$ cat config.mk
export PLATFORM = sky130hd
export DESIGN_NAME = egg_timer_multi
export DESIGN_NICKNAME = d
export VERILOG_FILES = /design/src/rtl/egg_timer_multi.sv
export SDC_FILE = /design/constraint.sdc
export NUM_CORES = 1
export LEC_CHECK = 0
export CAP_MARGIN = 40
export CORE_MARGIN = 10
export CORE_UTILIZATION = 43
export CTS_CLUSTER_DIAMETER = 120
export DETAILED_ROUTE_END_ITERATION = 7
export DONT_BUFFER_PORTS = 1
export PLACE_DENSITY_LB_ADDON = 0.3
export SETUP_SLACK_MARGIN = 0.02
export SLEW_MARGIN = 20
export SYNTH_ARGS = -nofsm -noshare
export SYNTH_HDL_FRONTEND = slang
export SYNTH_SLANG_ARGS = --single-unit
$ cat constraint.sdc
create_clock -name clk -period 12.5 [get_ports clk]
set_clock_uncertainty 0.05 [all_clocks]
set_input_delay 2.5 -clock clk [delete_from_list [all_inputs] [get_ports clk]]
set_output_delay 2.5 -clock clk [all_outputs]
set_load 0.03 [all_outputs]
$ cat src/rtl/egg_timer_multi.sv
// Multi-channel MM:SS countdown timer sharing one 1 Hz prescaler and one BCD display port.
// Define PRESET_RECALL_EN to keep a per-channel preset that start/stop reload from DONE.
module egg_timer_multi #(
  parameter int unsigned CHANNELS = 4,
  parameter int unsigned CLK_HZ   = 5000000,
  parameter int unsigned MAX_MINS = 99
) (
  input  logic                                                  clk,
  input  logic                                                  rst,
  input  logic                                                  enable,
  input  logic [((CHANNELS > 1) ? $clog2(CHANNELS) : 1)-1:0]    sel,
  input  logic                                                  cook_time,
  input  logic                                                  start,
  input  logic                                                  stop,
  input  logic                                                  mins,
  input  logic                                                  secs,
  output logic [15:0]                                           time_bcd,
  output logic [CHANNELS-1:0]                                   running,
  output logic [CHANNELS-1:0]                                   done,
  output logic                                                  led_en
);

  localparam int unsigned SelW    = (CHANNELS > 1) ? $clog2(CHANNELS) : 1;
  localparam int unsigned MaxSecs = MAX_MINS * 60 + 59;
  localparam int unsigned CntW    = $clog2(MaxSecs + 1);
  localparam int unsigned PrescW  = (CLK_HZ > 1) ? $clog2(CLK_HZ) : 1;

  localparam logic [CntW-1:0]   MaxCnt    = CntW'(MaxSecs);
  localparam logic [CntW-1:0]   SecPerMin = CntW'(60);
  localparam logic [CntW-1:0]   Ten       = CntW'(10);
  localparam logic [PrescW-1:0] PrescLast = PrescW'(CLK_HZ - 1);

  typedef enum logic [2:0] {StIdle, StConfig, StPause, StRun, StDone} state_e;

  state_e              state_q [CHANNELS];
  logic [CntW-1:0]     count_q [CHANNELS];
  logic [CHANNELS-1:0] done_q;
`ifdef PRESET_RECALL_EN
  logic [CntW-1:0]     preset_q [CHANNELS];
`endif

  logic [PrescW-1:0]   presc_q;
  logic                tick;
  logic [CHANNELS-1:0] is_sel;
  logic [CntW:0]       cfg_sum [CHANNELS];
  logic [CntW-1:0]     disp_cnt, disp_min, disp_sec;
  logic [3:0]          min_tens, min_ones, sec_tens, sec_ones;
  logic [15:0]         time_bcd_q;
  logic                led_en_q;

  // Free-running prescaler; tick is high during the last cycle of each period.
  assign tick = (presc_q == PrescLast);

  always_ff @(posedge clk) begin
    if (!rst) begin
      presc_q <= '0;
    end else if (tick) begin
      presc_q <= '0;
    end else begin
      presc_q <= presc_q + PrescW'(1);
    end
  end

  always_comb begin
    for (int i = 0; i < CHANNELS; i++) begin
      is_sel[i]  = (sel == SelW'(i));
      cfg_sum[i] = {1'b0, count_q[i]} + (mins ? {1'b0, SecPerMin} : '0)
                   + {{CntW{1'b0}}, secs};
    end
  end

  always_ff @(posedge clk) begin
    if (!rst) begin
      for (int i = 0; i < CHANNELS; i++) begin
        state_q[i]  <= StIdle;
        count_q[i]  <= '0;
`ifdef PRESET_RECALL_EN
        preset_q[i] <= '0;
`endif
      end
      done_q <= '0;
    end else begin
      for (int i = 0; i < CHANNELS; i++) begin
        if (is_sel[i] && cook_time && enable) begin
          if (state_q[i] != StConfig) begin
            state_q[i] <= StConfig;
            done_q[i]  <= 1'b0;
          end else begin
            count_q[i] <= (cfg_sum[i] > {1'b0, MaxCnt}) ? MaxCnt : cfg_sum[i][CntW-1:0];
          end
        end else begin
          unique case (state_q[i])
            StConfig: begin
              state_q[i]  <= (count_q[i] != '0) ? StPause : StIdle;
`ifdef PRESET_RECALL_EN
              preset_q[i] <= count_q[i];
`endif
            end
            StPause: begin
              if (is_sel[i] && start && enable && (count_q[i] != '0)) begin
                state_q[i] <= StRun;
              end
            end
            StRun: begin
              // Pausing wins over a coincident tick so the count stays exactly frozen.
              if (!enable || (is_sel[i] && stop)) begin
                state_q[i] <= StPause;
              end else if (tick) begin
                count_q[i] <= count_q[i] - CntW'(1);
                if (count_q[i] == CntW'(1)) begin
                  state_q[i] <= StDone;
                  done_q[i]  <= 1'b1;
                end
              end
            end
            StDone: begin
              if (is_sel[i] && stop) begin
                done_q[i]  <= 1'b0;
`ifdef PRESET_RECALL_EN
                count_q[i] <= preset_q[i];
                state_q[i] <= (preset_q[i] != '0) ? StPause : StIdle;
`else
                count_q[i] <= '0;
                state_q[i] <= StIdle;
`endif
              end
`ifdef PRESET_RECALL_EN
              else if (is_sel[i] && start && enable) begin
                done_q[i]  <= 1'b0;
                count_q[i] <= preset_q[i];
                state_q[i] <= (preset_q[i] != '0) ? StRun : StIdle;
              end
`endif
            end
            default: ;
          endcase
        end
      end
    end
  end

  // Display path: pick the selected count, split into MM:SS, then into BCD digits.
  always_comb begin
    disp_cnt = '0;
    for (int i = 0; i < CHANNELS; i++) begin
      if (is_sel[i]) begin
        disp_cnt = count_q[i];
      end
    end
  end

  assign disp_min = disp_cnt / SecPerMin;
  assign disp_sec = disp_cnt % SecPerMin;
  assign min_tens = 4'(disp_min / Ten);
  assign min_ones = 4'(disp_min % Ten);
  assign sec_tens = 4'(disp_sec / Ten);
  assign sec_ones = 4'(disp_sec % Ten);

  always_ff @(posedge clk) begin
    if (!rst) begin
      time_bcd_q <= '0;
      led_en_q   <= 1'b0;
    end else begin
      time_bcd_q <= {min_tens, min_ones, sec_tens, sec_ones};
      led_en_q   <= enable;
    end
  end

  always_comb begin
    for (int i = 0; i < CHANNELS; i++) begin
      running[i] = (state_q[i] == StRun);
    end
  end

  assign done     = done_q;
  assign time_bcd = time_bcd_q;
  assign led_en   = led_en_q;

endmodule

-- After elaboration in Yosys (flattened, before gate mapping)
Memory sizes are Yosys's and may differ from the RTL's.
Cells that the tools add are included.
- register bits after elaboration: 44
- memory bits (writable): 64
- bits of input ports: 10
- output and inout port bits: 25
- word-level logic and storage cells: 395
- memories: 2
- add/sub/neg operators: 13
- div/mod/pow operators: 6
- $lt $le $gt $ge: 4
- equal/unequal tests: 48
- muxes and demuxes: 235
- bitwise logic cells: 37
- reduce and logical (&&, ||, !) cells: 43
- memory list (memory ; words ; width ; rd ports ; clocked after Yosys merged registers in ; write ports ; line ; source):
    count_q ; 4 ; 13 ; 4 ; 0 ; 4 ; 36 ; logic [CntW-1:0] count_q [CHANNELS];
    state_q ; 4 ; 3 ; 4 ; 0 ; 4 ; 35 ; state_e state_q [CHANNELS];
- operators with widths (operator ; number):
    2-to-1 mux 13 bit ; 20
    2-to-1 mux 1 bit ; 182
    2-to-1 mux 3 bit ; 24
    adder 14 x 1 -> 14 bit ; 4
    greater-than comparator 14 x 13 -> 1 bit (second input constant) ; 4
    equality test 13 x 1 -> 1 bit (second input constant) ; 4
    nonzero test 13 bit ; 4
    subtractor 13 x 1 -> 13 bit (second input constant) ; 4
    adder 13 x 14 -> 14 bit ; 3
    != test 3 x 1 -> 1 bit (second input constant) ; 12
    OR 1 bit ; 36
    divider 13 x 4 -> 13 bit (second input constant) ; 2
    remainder unit 13 x 4 -> 13 bit (second input constant) ; 2
    equality test 3 x 2 -> 1 bit (second input constant) ; 8
    logical AND 1 bit ; 24
    != test 3 bit (second input constant) ; 8
    AND reduction 6 bit ; 4
    adder 23 x 1 -> 23 bit (second input constant) ; 1
    equality test 23 bit (second input constant) ; 1
    adder 13 x 6 -> 14 bit ; 1
    divider 13 x 6 -> 13 bit (second input constant) ; 1
    remainder unit 13 x 6 -> 13 bit (second input constant) ; 1
    equality test 3 x 1 -> 1 bit (second input constant) ; 4
    equality test 3 bit (second input constant) ; 4
    other kinds (12) ; 28

-- Longest topological paths before layout
Gate-level depths: netlist (run 1).
- depth in word-level cells: 13
- depth in mapped cells: 25

-- Worst setup path before layout (run 1)
OpenSTA, ideal clock, no wires.
- path kind: input to register
- start: in sel[0] in the netlist's numbering
- end: reg time_bcd_q[1], in the netlist time_bcd[1]
- library setup time: 0.072 ns
- data arrival time: 7.736 ns
- data required time: 12.378 ns
- slack: 4.642 ns
- cell stages on the path: 21
- cell sequence: buf_6 -> mux4_2 -> buf_6 -> maj3_2 -> o21ba_1 -> or2_4 -> or4_1 -> a32o_2 -> a2111oi_4 -> nor2_2 -> mux2_4 -> or2_4 -> o21ai_2 -> mux2_4 -> o221ai_1 -> o21ai_0 -> ha_1 -> a21oi_1 -> a2bb2oi_1 -> a221oi_2 -> mux2i_1
- cells in the longest elaborated chain, start to end: 7
- ends and longest elaborated chain (item ; line ; source):
    start: declaration ; 11 ; input logic [((CHANNELS > 1) ? $clog2(CHANNELS) : 1)-1:0] sel,
    logical NOT 2 bit ; 66 ; is_sel[i] = (sel == SelW'(i));
    2-to-1 mux 13 bit (3 in a row) ; 146 ; if (is_sel[i]) begin
    2-to-1 mux 13 bit (*) ; 146 ;
    remainder unit 13 x 6 -> 13 bit (*) ; 153 ; assign disp_sec = disp_cnt % SecPerMin;
    remainder unit 13 x 4 -> 13 bit (*) ; 157 ; assign sec_ones = 4'(disp_sec % Ten);
    end signal: assignment ; 164 ; time_bcd_q <= {min_tens, min_ones, sec_tens, sec_ones};
    end: declaration ; 48 ; logic [15:0] time_bcd_q;
Every way passes the cells marked *; elsewhere a longest branch is shown, timed or not.
A chain may end at the register's enable or synchronous reset.

-- Worst setup path after layout (run 1)
- start: in sel[0] in the netlist's numbering
- end: reg time_bcd_q[2], in the netlist time_bcd[2]
Same word-level chain as after synthesis.

==> metrics.yaml, run 1 <==
logic_synthesis:
  async_flop_share_pct: 0
  postSynthCellCount: 1140
  ys.flop_type: "edfxtp_1"
  avgSynthCellArea_um2: 8.27
  ys_ff_latch: 108
  ys_warn_count: 0
  synth-compound-area-share_pct: 23.7
  synth_adder_area_share_pct: 5.43
  syn_area_mm2: 0.00943
  seq_area_frac_synth_pct: 29.7
  syn-num-nets: 1190
  muxShareOfSynthArea_pct: 4.71
  synth_top_family_by_area: "simple AND/OR/NAND/NOR gates"
  synth_edf_count: 64
  yosys.area_share.simple_pct: 24.6
  yosysUniqueCellTypes: 89
  synth_xor_area_share_pct: 7.16
global_routing:
  grt_max_degree: 27
  grt_pass1_wl_mm: 42.5
  grt_pass1_vias: 8206
  grt_overflow: 0
  antenna_found_initial: 1
  track_usage_pct: 17.8
detailed_routing:
  drc: 0
  drt_iter0_markers: 704
  dr_total_vias: 8638
  antenna_left: 0
  wl_per_cell_um: 18.7
  wl_mm: 25.9
  dr.pass1.iters: 5
  via_per_inst: 6.24
cts:
  hold_buffers: 0
  cts-root-buf: "clkbuf_16"
  cts_buffers: 9
  cts_setup_buffers: 0
  cts_tree: "done"
  clk_pin_slew_ns: 0.08
  worst_skew_pair.late_latency_ns: 0.37
  clkSinkCount: 108
  ctsLongestPathBuffers: 2
  post_cts_resized: 0
  htreeDepth: 3
setup_path:
  worstPathMaxFanout: 24
  worstPathRequired_ns: 12.75
  cp_slowest_cell: "mux4_2"
  criticalPathCategory: "input port to flop"
  endpoint_kind: "flop"
  slowest_delay_ns: 0.65
  arrival_ns: 8.20
  critPathBufInv: 0
  path_delay_family: "compound AO/OA/AOI/OAI gates"
  start_kind: "input port"
  crit_chain: "mux4_2, o21ai_1, o21ba_1, or2_4, or4_1, a32o_2, a2111oi_4, nor2_2, mux2_4, or2_4, o21ai_2, mux2_4, o221ai_1, o21ai_0, ha_1, a21oi_1, a2bb2oi_1, a221oi_2, mux2i_1"
timing:
  fin_tns_setup_ns: 0
  fin_crit_sh_pct: 63.6
  finalCriticalPeriod_ns: 7.95
  worst_pin_slew_ns: 0.744
  relSlewSlack_pct: 49.0
  hold_viol_final: 0
  setup_viol: 0
  rsz0062_at_grt: "no"
  fmax_mhz: 126
  drv_slew: 0
power:
  ir_drop_mv: 0.0572
  p_per_area_mw_per_mm2: 120
  power.total_mw: 1.19
  leakagePower_nw: 3.55
run:
  max_cap_viol_count: 0
floorplanning:
  io_pins: 35
  coreArea_mm2: 0.0217
  fp.dieW_um: 168
  dieArea_mm2: 0.0282
  die_h_um: 168
  rows: 54
  initial_core_util_pct: 43.5
status:
  status: "complete, no violations"
cells_and_area:
  syn2layout_area_growth_pct: 5.18
  n_antenna_cell: 0
  nNetsFinal: 1149
  final_cells: 1384
  nFillCells: 2109
  fin_area_mm2: 0.00991
  drive_gt1_share_pct: 7.16
  utilization_pct: 45.7
placement:
  dp_hpwl_mm: 18.8
  gp_congestion: 0.940
  dp.cells: 1368
  dpl-instance-area_mm2: 0.00960
  io_buffer_count: 0
min_path:
  hold_class: "flop to flop"
final cells by class:
class | count | area [um^2] | share of cell area (%)
multi-input cells | 923 | 6190 | 62.5
flip-flops and latches | 108 | 2800 | 28.3
repair buffers | 9 | 75.1 | 0.757
well taps | 280 | 350 | 3.53
clock buffers | 10 | 250 | 2.52
inverters | 48 | 180 | 1.82
clock inverters | 6 | 60.1 | 0.606
synth_stat cells (all sizes together), types with 30 or more instances:
| library cell | instances | area [um^2] |
|---|---|---|
| a21oi | 82 | 410 |
| ha | 40 | 500 |
| dfxtp | 44 | 881 |
| nor2 | 132 | 498 |
| nor3 | 46 | 230 |
| inv | 48 | 180 |
| clkbuf | 48 | 183 |
| a221oi | 30 | 269 |
| nand2 | 80 | 300 |
| xnor2 | 50 | 438 |
| nand3 | 44 | 220 |
| edfxtp | 64 | 1920 |
| o21ai | 61 | 309 |
cell usage in the layout (no fill, tap or decap), drive strengths merged, types with 8 or more instances in the layout:
master,n
mux4,11
nor3,46
a22oi,8
xor2,27
a31oi,13
buf,9
a221o,9
nor3b,8
o21bai,8
a21oi,82
nand3,44
nand2,80
o2111ai,8
nand4,12
nand2b,11
a211oi,10
inv,53
edfxtp,64
ha,40
a221oi,30
o21a,12
o21ai,61
and3,27
mux2i,11
o221ai,10
dfxtp,44
nor2,132
or3,16
clkbuf,10
nand3b,9
nor4,13
and2,15
or2,8
nor2b,19
xnor2,50
flip-flops by register name, indices dropped and copies added, names as in the netlist:
register  cells
count_q      52
done          4
led_en        1
presc_q      23
state_q      12
time_bcd     16
power breakdown:
group	internal, mW	switching (mW)
logic	0.168	0.242
clock network	0.154	0.154
registers	0.408	0.0655
layer usage:
| layer | global-route usage (%) | up-vias | part of all wire (%) |
|---|---|---|---|
| li1 | - | 4218 | - |
| met1 | 23.0 | 4142 | 46 |
| met2 | 29.4 | 239 | 47 |
| met3 | 3.03 | 37 | 5.1 |
| met4 | 6.17 | 2 | 2.1 |
| met5 | 0 | - | 0.050 |
stage by stage:
step	setup slack (ns)	hold slack, ns
after floorplan	4.64	0.380
after global placement	4.41	0.394
after detailed placement	4.24	0.404
after CTS	4.62	0.423
after global routing	4.18	0.481
final	4.55	0.427
cells by family after synthesis:
logic type | Yosys count
xor+xnor | 77
other cells | 1
fa+ha+maj | 41
flops | 108
buf+inv | 109
mux | 29
simple gates | 460
compound gates | 315
worst paths after layout:
kind | startpoint | to | slack (ns) | depth (start not counted)
max | sel[0] | time_bcd[2] | 4.55 | 19
min | presc_q[0] | presc_q[0] | 0.43 | 1
max reg2reg | count_q[2][8] | time_bcd[2] | 6.02 | 19
min reg2reg | presc_q[0] | presc_q[0] | 0.43 | 1
Note: power is estimated with default switching activity, not from simulation.
==> run 2, diff against run 1 <==
==> constraint.sdc (replaced) <==
create_clock -name clk -period 7.68 [get_ports clk]
set_clock_uncertainty 0.05 [all_clocks]
set_input_delay 1.536 -clock clk [delete_from_list [all_inputs] [get_ports clk]]
set_output_delay 1.536 -clock clk [all_outputs]
set_load 0.03 [all_outputs]
==> run 2 against run 1 <==
Highest routed layer is now met4. Global-route usage about the same. Die area unchanged. Largest power group unchanged. Combinational power up 63%.
==> metrics.yaml, run 2 (same netlist as run 1, synthesis figures left out) <==
timing:
  hold_viol_final: 0  # unchanged
  fin_crit_sh_pct: 90.5
  worst_pin_slew_ns: 0.752  # +0.00826 ns
  rsz0062_at_grt: "no"
  relSlewSlack_pct: 48.4  # -0.57 points
  fin_tns_setup_ns: 0  # unchanged
  drv_slew: 0  # unchanged
  setup_viol: 0  # unchanged
  finalCriticalPeriod_ns: 6.95
  fmax_mhz: 144
global_routing:
  grt_max_degree: 27  # unchanged
  track_usage_pct: 17.9  # about the same
  grt_overflow: 0  # unchanged
  grt_pass1_wl_mm: 42.4  # -0.28%
  antenna_found_initial: 1  # unchanged
  grt_pass1_vias: 8067  # -1.7%
cts:
  clk_pin_slew_ns: 0.08  # about the same
  cts_buffers: 9  # unchanged
  post_cts_resized: 0  # unchanged
  cts_setup_buffers: 0  # unchanged
  clkSinkCount: 108  # unchanged
  htreeDepth: 3  # unchanged
  cts_tree: "done"
  ctsLongestPathBuffers: 2  # unchanged
  hold_buffers: 0  # unchanged
  cts-root-buf: "clkbuf_16"
  worst_skew_pair.late_latency_ns: 0.37  # about the same
setup_path:
  arrival_ns: 7.20  # -1.00 ns
  slowest_delay_ns: 0.65  # about the same
  worstRegToRegCells: 19  # unchanged
  critPathBufInv: 0  # unchanged
  cp_slowest_cell: "mux4_2"
  rr_endpoint: "time_bcd[2]"
  start_kind: "input port"
  r2r-start: "count_q[2][8]"
  endpoint_kind: "flop"
  worstPathMaxFanout: 24  # unchanged
  crit_chain: "mux4_2, o21ai_1, o21ba_1, or2_4, or4_1, a32o_2, a2111oi_4, nor2_2, mux2_4, or2_4, o21ai_2, mux2_4, o221ai_1, o21ai_0, ha_1, a21oi_1, a2bb2oi_1, a221oi_2, mux2i_1"
  worstPathRequired_ns: 7.93  # -4.82 ns
  criticalPathCategory: "input port to flop"
  ff2ff_setup_slack_ns: 1.25  # -4.77 ns
  path_delay_family: "compound AO/OA/AOI/OAI gates"
power:
  switching_power_mw: 0.745  # +61%
  switching_share_pct: 38.9  # +0.14 points
  ir_drop_mv: 0.129  # +130%
  leakagePower_nw: 3.56  # about the same
  comb_power_share_pct: 35.0  # +0.6 points
  internal_power_mw: 1.17  # +61%
  p_per_area_mw_per_mm2: 193  # +61%
  clock_power_share_pct: 24.8  # -1.0 points
  power_frac_seq_pct: 40.2  # +0.5 points
floorplanning:
  dieArea_mm2: 0.0282  # unchanged
  initial_core_util_pct: 43.5  # unchanged
  rows: 54  # unchanged
  coreArea_mm2: 0.0217  # unchanged
  io_pins: 35  # unchanged
  fp.dieW_um: 168  # unchanged
  die_h_um: 168  # unchanged
cells_and_area:
  final_cells: 1385  # +0.072%
  drive_gt1_share_pct: 7.24  # +0.084 points
  layout_common_cells: "131 x nor2_1, 82 x a21oi_1, 80 x nand2_1"
  top_register: "count_q"
  syn2layout_area_growth_pct: 5.19  # about the same
  n_antenna_cell: 0  # unchanged
  mostFrequentLayoutCell: "nor2_1"
  nNetsFinal: 1150  # +0.087%
  largest_reg_flops: 52  # unchanged
detailed_routing:
  drc: 0  # unchanged
  dr_total_vias: 8697  # +0.68%
  wl_per_cell_um: 18.7  # -0.14%
  antenna_left: 0  # unchanged
  via_per_inst: 6.28  # +0.61%
  dr.pass1.iters: 5  # unchanged
  drt_iter0_markers: 825  # +17%
  wl_mm: 25.9  # about the same
status:
  status: "complete, no violations"
min_path:
  hold_depth: 1  # unchanged
  whs_endpoint: "presc_q[0]"
  hold_path_startpoint: "presc_q[0]"
  hold_class: "flop to flop"
placement:
  dp_hpwl_mm: 18.9  # +0.44%
  dp.cells: 1369  # +0.073%
  io_buffer_count: 0  # unchanged
  gp_congestion: 0.935  # -0.50%
run:
  max_cap_viol_count: 0  # unchanged
## run 2: changes by cell type in the layout (fill, tap and decap cells not counted), sizes merged
cell,change
clkbuf,-1
buf,+1
clkinv,+2
inv,-1
## run 2: worst max path at each step
stage	from	endpoint	slack (ns)	cells after the start
global route	sel[0]	time_bcd[1]	0.31	19
finish	sel[0]	time_bcd[2]	0.73	19
CTS	sel[0]	time_bcd[2]	0.81	19
global placement	sel[0]	time_bcd[2]	0.58	19
floorplan	sel[0]	time_bcd[1]	0.79	21
detailed placement	sel[0]	time_bcd[2]	0.44	19
## run 2: layout make-up
cell class,instances,area [um^2]
clock buffers,9,225
flip-flops and latches,108,2800
inverters,48,180
fillers,2077,11800
multi-input cells,923,6190
clock inverters,7,66.3
repair buffers,10,95.1
well taps,280,350
## run 2: layer usage
layer	global-route usage, %	wire length [um]	up-vias
met5	0	0	-
met4	4.69	485	0
met3	2.98	1470	38
met2	29.2	12100	311
met1	23.8	11800	4132
li1	-	-	4216
## run 2: power groups by stage
| stage | clock, mW | combinational, mW | sequential, mW |
|---|---|---|---|
| finish | 0.474 | 0.670 | 0.771 |
| global route | 0.510 | 0.749 | 0.778 |
| CTS | 0.491 | 0.663 | 0.772 |
| floorplan | 0 | 0.564 | 0.753 |
| detailed placement | 0 | 0.660 | 0.785 |
| global placement | 0 | 0.648 | 0.784 |
## run 2: metrics by stage
step                setup slack, ns  power (mW)  instance area (um^2)  hold slack (ns)  utilization (%)
floorplan                     0.786        1.32                  9430            0.380                -
CTS                           0.812        1.93                  9910            0.418             45.7
global route                  0.306        2.04                  9910            0.446             45.7
global placement              0.583        1.43                  9600            0.397             44.2
detailed placement            0.438        1.45                  9620            0.399             44.4
finish                        0.731        1.92                  9910            0.415             45.7
==> run 3, diff against run 2 <==
--- a/config.mk
+++ b/config.mk
@@ -11,9 +11,10 @@
 export CTS_CLUSTER_DIAMETER = 120
 export DETAILED_ROUTE_END_ITERATION = 7
 export DONT_BUFFER_PORTS = 1
-export PLACE_DENSITY_LB_ADDON = 0.3
+export PLACE_DENSITY = 0.56
 export SETUP_SLACK_MARGIN = 0.02
 export SLEW_MARGIN = 20
 export SYNTH_ARGS = -nofsm -noshare
 export SYNTH_HDL_FRONTEND = slang
 export SYNTH_SLANG_ARGS = --single-unit
+export TNS_END_PERCENT = 50
==> run 3 against run 2 <==
Global-route usage up 0.29 points. Sequential share of layout area down 0.057 points. Cell count up 0.14%. Non-clock buffer count up 2. Total power up 0.72%. Worst hold slack better by 0.017 ns. Wire length up 1.7%. Critical endpoint unchanged.
==> metrics.yaml, run 3 (same netlist as run 1, synthesis figures left out) <==
floorplanning:
  rows: 54  # unchanged
  fp.dieW_um: 168  # unchanged
  io_pins: 35  # unchanged
  die_h_um: 168  # unchanged
  dieArea_mm2: 0.0282  # unchanged
  initial_core_util_pct: 43.5  # unchanged
  coreArea_mm2: 0.0217  # unchanged
timing:
  finalCriticalPeriod_ns: 6.88  # -0.0661 ns
  hold_viol_final: 0  # unchanged
  worst_slack_ns: 0.797  # +0.0661 ns
  fin_tns_setup_ns: 0  # unchanged
  setup_viol: 0  # unchanged
  rsz0062_at_grt: "no"
  drv_slew: 0  # unchanged
  fmax_mhz: 145  # +0.96%
  fin_crit_sh_pct: 89.6  # -0.86 points
  worst_pin_slew_ns: 0.771  # +0.0186 ns
  relSlewSlack_pct: 47.1  # -1.3 points
cells_and_area:
  drive_gt1_share_pct: 7.59  # +0.35 points
  mostFrequentLayoutCell: "nor2_1"
  n_antenna_cell: 0  # unchanged
  top_register: "count_q"
  syn2layout_area_growth_pct: 5.40
  layout_common_cells: "131 x nor2_1, 82 x a21oi_1, 80 x nand2_1"
  ff_latch_area_mm2: 0.00280  # unchanged
  nNetsFinal: 1152  # +0.17%
  nFillCells: 2143  # +3.2%
  largest_reg_flops: 52  # unchanged
  multi_input_area_mm2: 0.00621  # +0.20%
detailed_routing:
  via_per_inst: 6.13  # -2.3%
  top_layer: "met4"
  antenna_left: 0  # unchanged
  wl_met2_mm: 11.9  # -2.0%
  wl_mm: 26.3  # +1.7%
  dr_wl_met3_mm: 1.44  # -2.0%
  drc: 0  # unchanged
  m1WireLength_mm: 12.5  # +6.3%
  dr.pass1.iters: 5  # unchanged
  drt_iter0_markers: 682  # -17%
  dr_total_vias: 8506  # -2.2%
  wl_per_cell_um: 19.0  # +1.6%
status:
  status: "complete, no violations"
cts:
  clkSinkCount: 108  # unchanged
  post_cts_resized: 0  # unchanged
  cts_setup_buffers: 0  # unchanged
  worst_skew_pair.late_latency_ns: 0.36  # about the same
  hold_buffers: 0  # unchanged
  cts-root-buf: "clkbuf_16"
  cts_tree: "done"
  ctsLongestPathBuffers: 2  # unchanged
  cts_buffers: 9  # unchanged
  htreeDepth: 3  # unchanged
  clk_pin_slew_ns: 0.08  # about the same
power:
  comb_power_share_pct: 34.9  # about the same
  leakagePower_nw: 3.57  # +0.29%
  p_per_area_mw_per_mm2: 194  # +0.52%
  switching_power_mw: 0.754  # +1.2%
  internal_power_mw: 1.18  # +0.41%
  clock_power_share_pct: 25.2  # +0.4 points
  ir_drop_mv: 0.132  # +2.6%
  switching_share_pct: 39.1  # +0.19 points
  power_frac_seq_pct: 39.9  # -0.3 points
global_routing:
  grt_overflow: 0  # unchanged
  grt_max_degree: 27  # unchanged
  track_usage_pct: 18.1  # +0.29 points
  antenna_found_initial: 1  # unchanged
  grt_pass1_vias: 7877  # -2.4%
  grt_pass1_wl_mm: 42.8  # +0.90%
placement:
  gp_congestion: 0.883  # -5.5%
  dp_hpwl_mm: 19.5  # +2.8%
  dp_slack_ns: 0.483  # +0.0455 ns
  io_buffer_count: 0  # unchanged
setup_path:
  arrival_ns: 7.13  # -0.07 ns
  criticalPathCategory: "input port to flop"
  worstPathMaxFanout: 24  # unchanged
  r2r-start: "count_q[2][8]"
  start_kind: "input port"
  worstPathRequired_ns: 7.93  # about the same
  startpoint: "sel[0]"
  endpoint_kind: "flop"
run:
  max_cap_viol_count: 0  # unchanged
min_path:
  hold_class: "flop to flop"
  hold_path_startpoint: "presc_q[0]"
## run 3: area by class of cell
class	instances	area share, %
multi-input cells	923	62.5
flip-flops and latches	108	28.2
well taps	280	3.53
clock buffers	9	2.27
inverters	48	1.81
repair buffers	12	0.982
clock inverters	7	0.718
## run 3: worst max-delay path, stage by stage
cell and delay, ns:
mux4_2 0.64, o21ai_1 0.35, o21ba_1 0.22, or2_4 0.25, or4_1 0.47, a32o_2 0.35
a2111oi_4 0.46, nor2_2 0.12, mux2_4 0.36, or2_4 0.30, o21ai_2 0.18, mux2_4 0.37
o221ai_1 0.24, o21ai_0 0.17, ha_1 0.21, a21oi_1 0.17, a2bb2oi_1 0.12, a221oi_2 0.37
mux2i_1 0.22
## run 3: routing by layer
metal | vias up | global-route usage [%]
met2 | 236 | 28.3
met5 | - | 0
met1 | 4036 | 25.3
met3 | 30 | 3.03
li1 | 4204 | -
met4 | 0 | 4.96
## run 3: worst paths after layout
kind                               endpoint  slack (ns)  cells after the start
worst max-delay path            time_bcd[2]        0.80                     19
worst max register to register  time_bcd[2]        1.29                     19
worst min register to register   presc_q[0]        0.43                      1
worst min-delay path             presc_q[0]        0.43                      1
## run 3: power groups by stage
stage	clock (mW)	sequential (mW)	combinational, mW
global placement	0	0.787	0.661
finish	0.485	0.771	0.673
global route	0.519	0.778	0.753
detailed placement	0	0.786	0.663
floorplan	0	0.753	0.564
CTS	0.499	0.773	0.667
## run 3: through the flow
| step | hold WS (ns) | instance area [um^2] | cells | utilization [%] | power [mW] |
|---|---|---|---|---|---|
| finish | 0.432 | 9930 | 1387 | 45.8 | 1.93 |
| detailed placement | 0.417 | 9620 | 1369 | 44.3 | 1.45 |
| global route | 0.483 | 9930 | 1387 | 45.8 | 2.05 |
| CTS | 0.439 | 9910 | 1385 | 45.7 | 1.94 |
| global placement | 0.408 | 9620 | 1369 | 44.3 | 1.45 |
| floorplan | 0.380 | 9430 | 1140 | - | 1.32 |
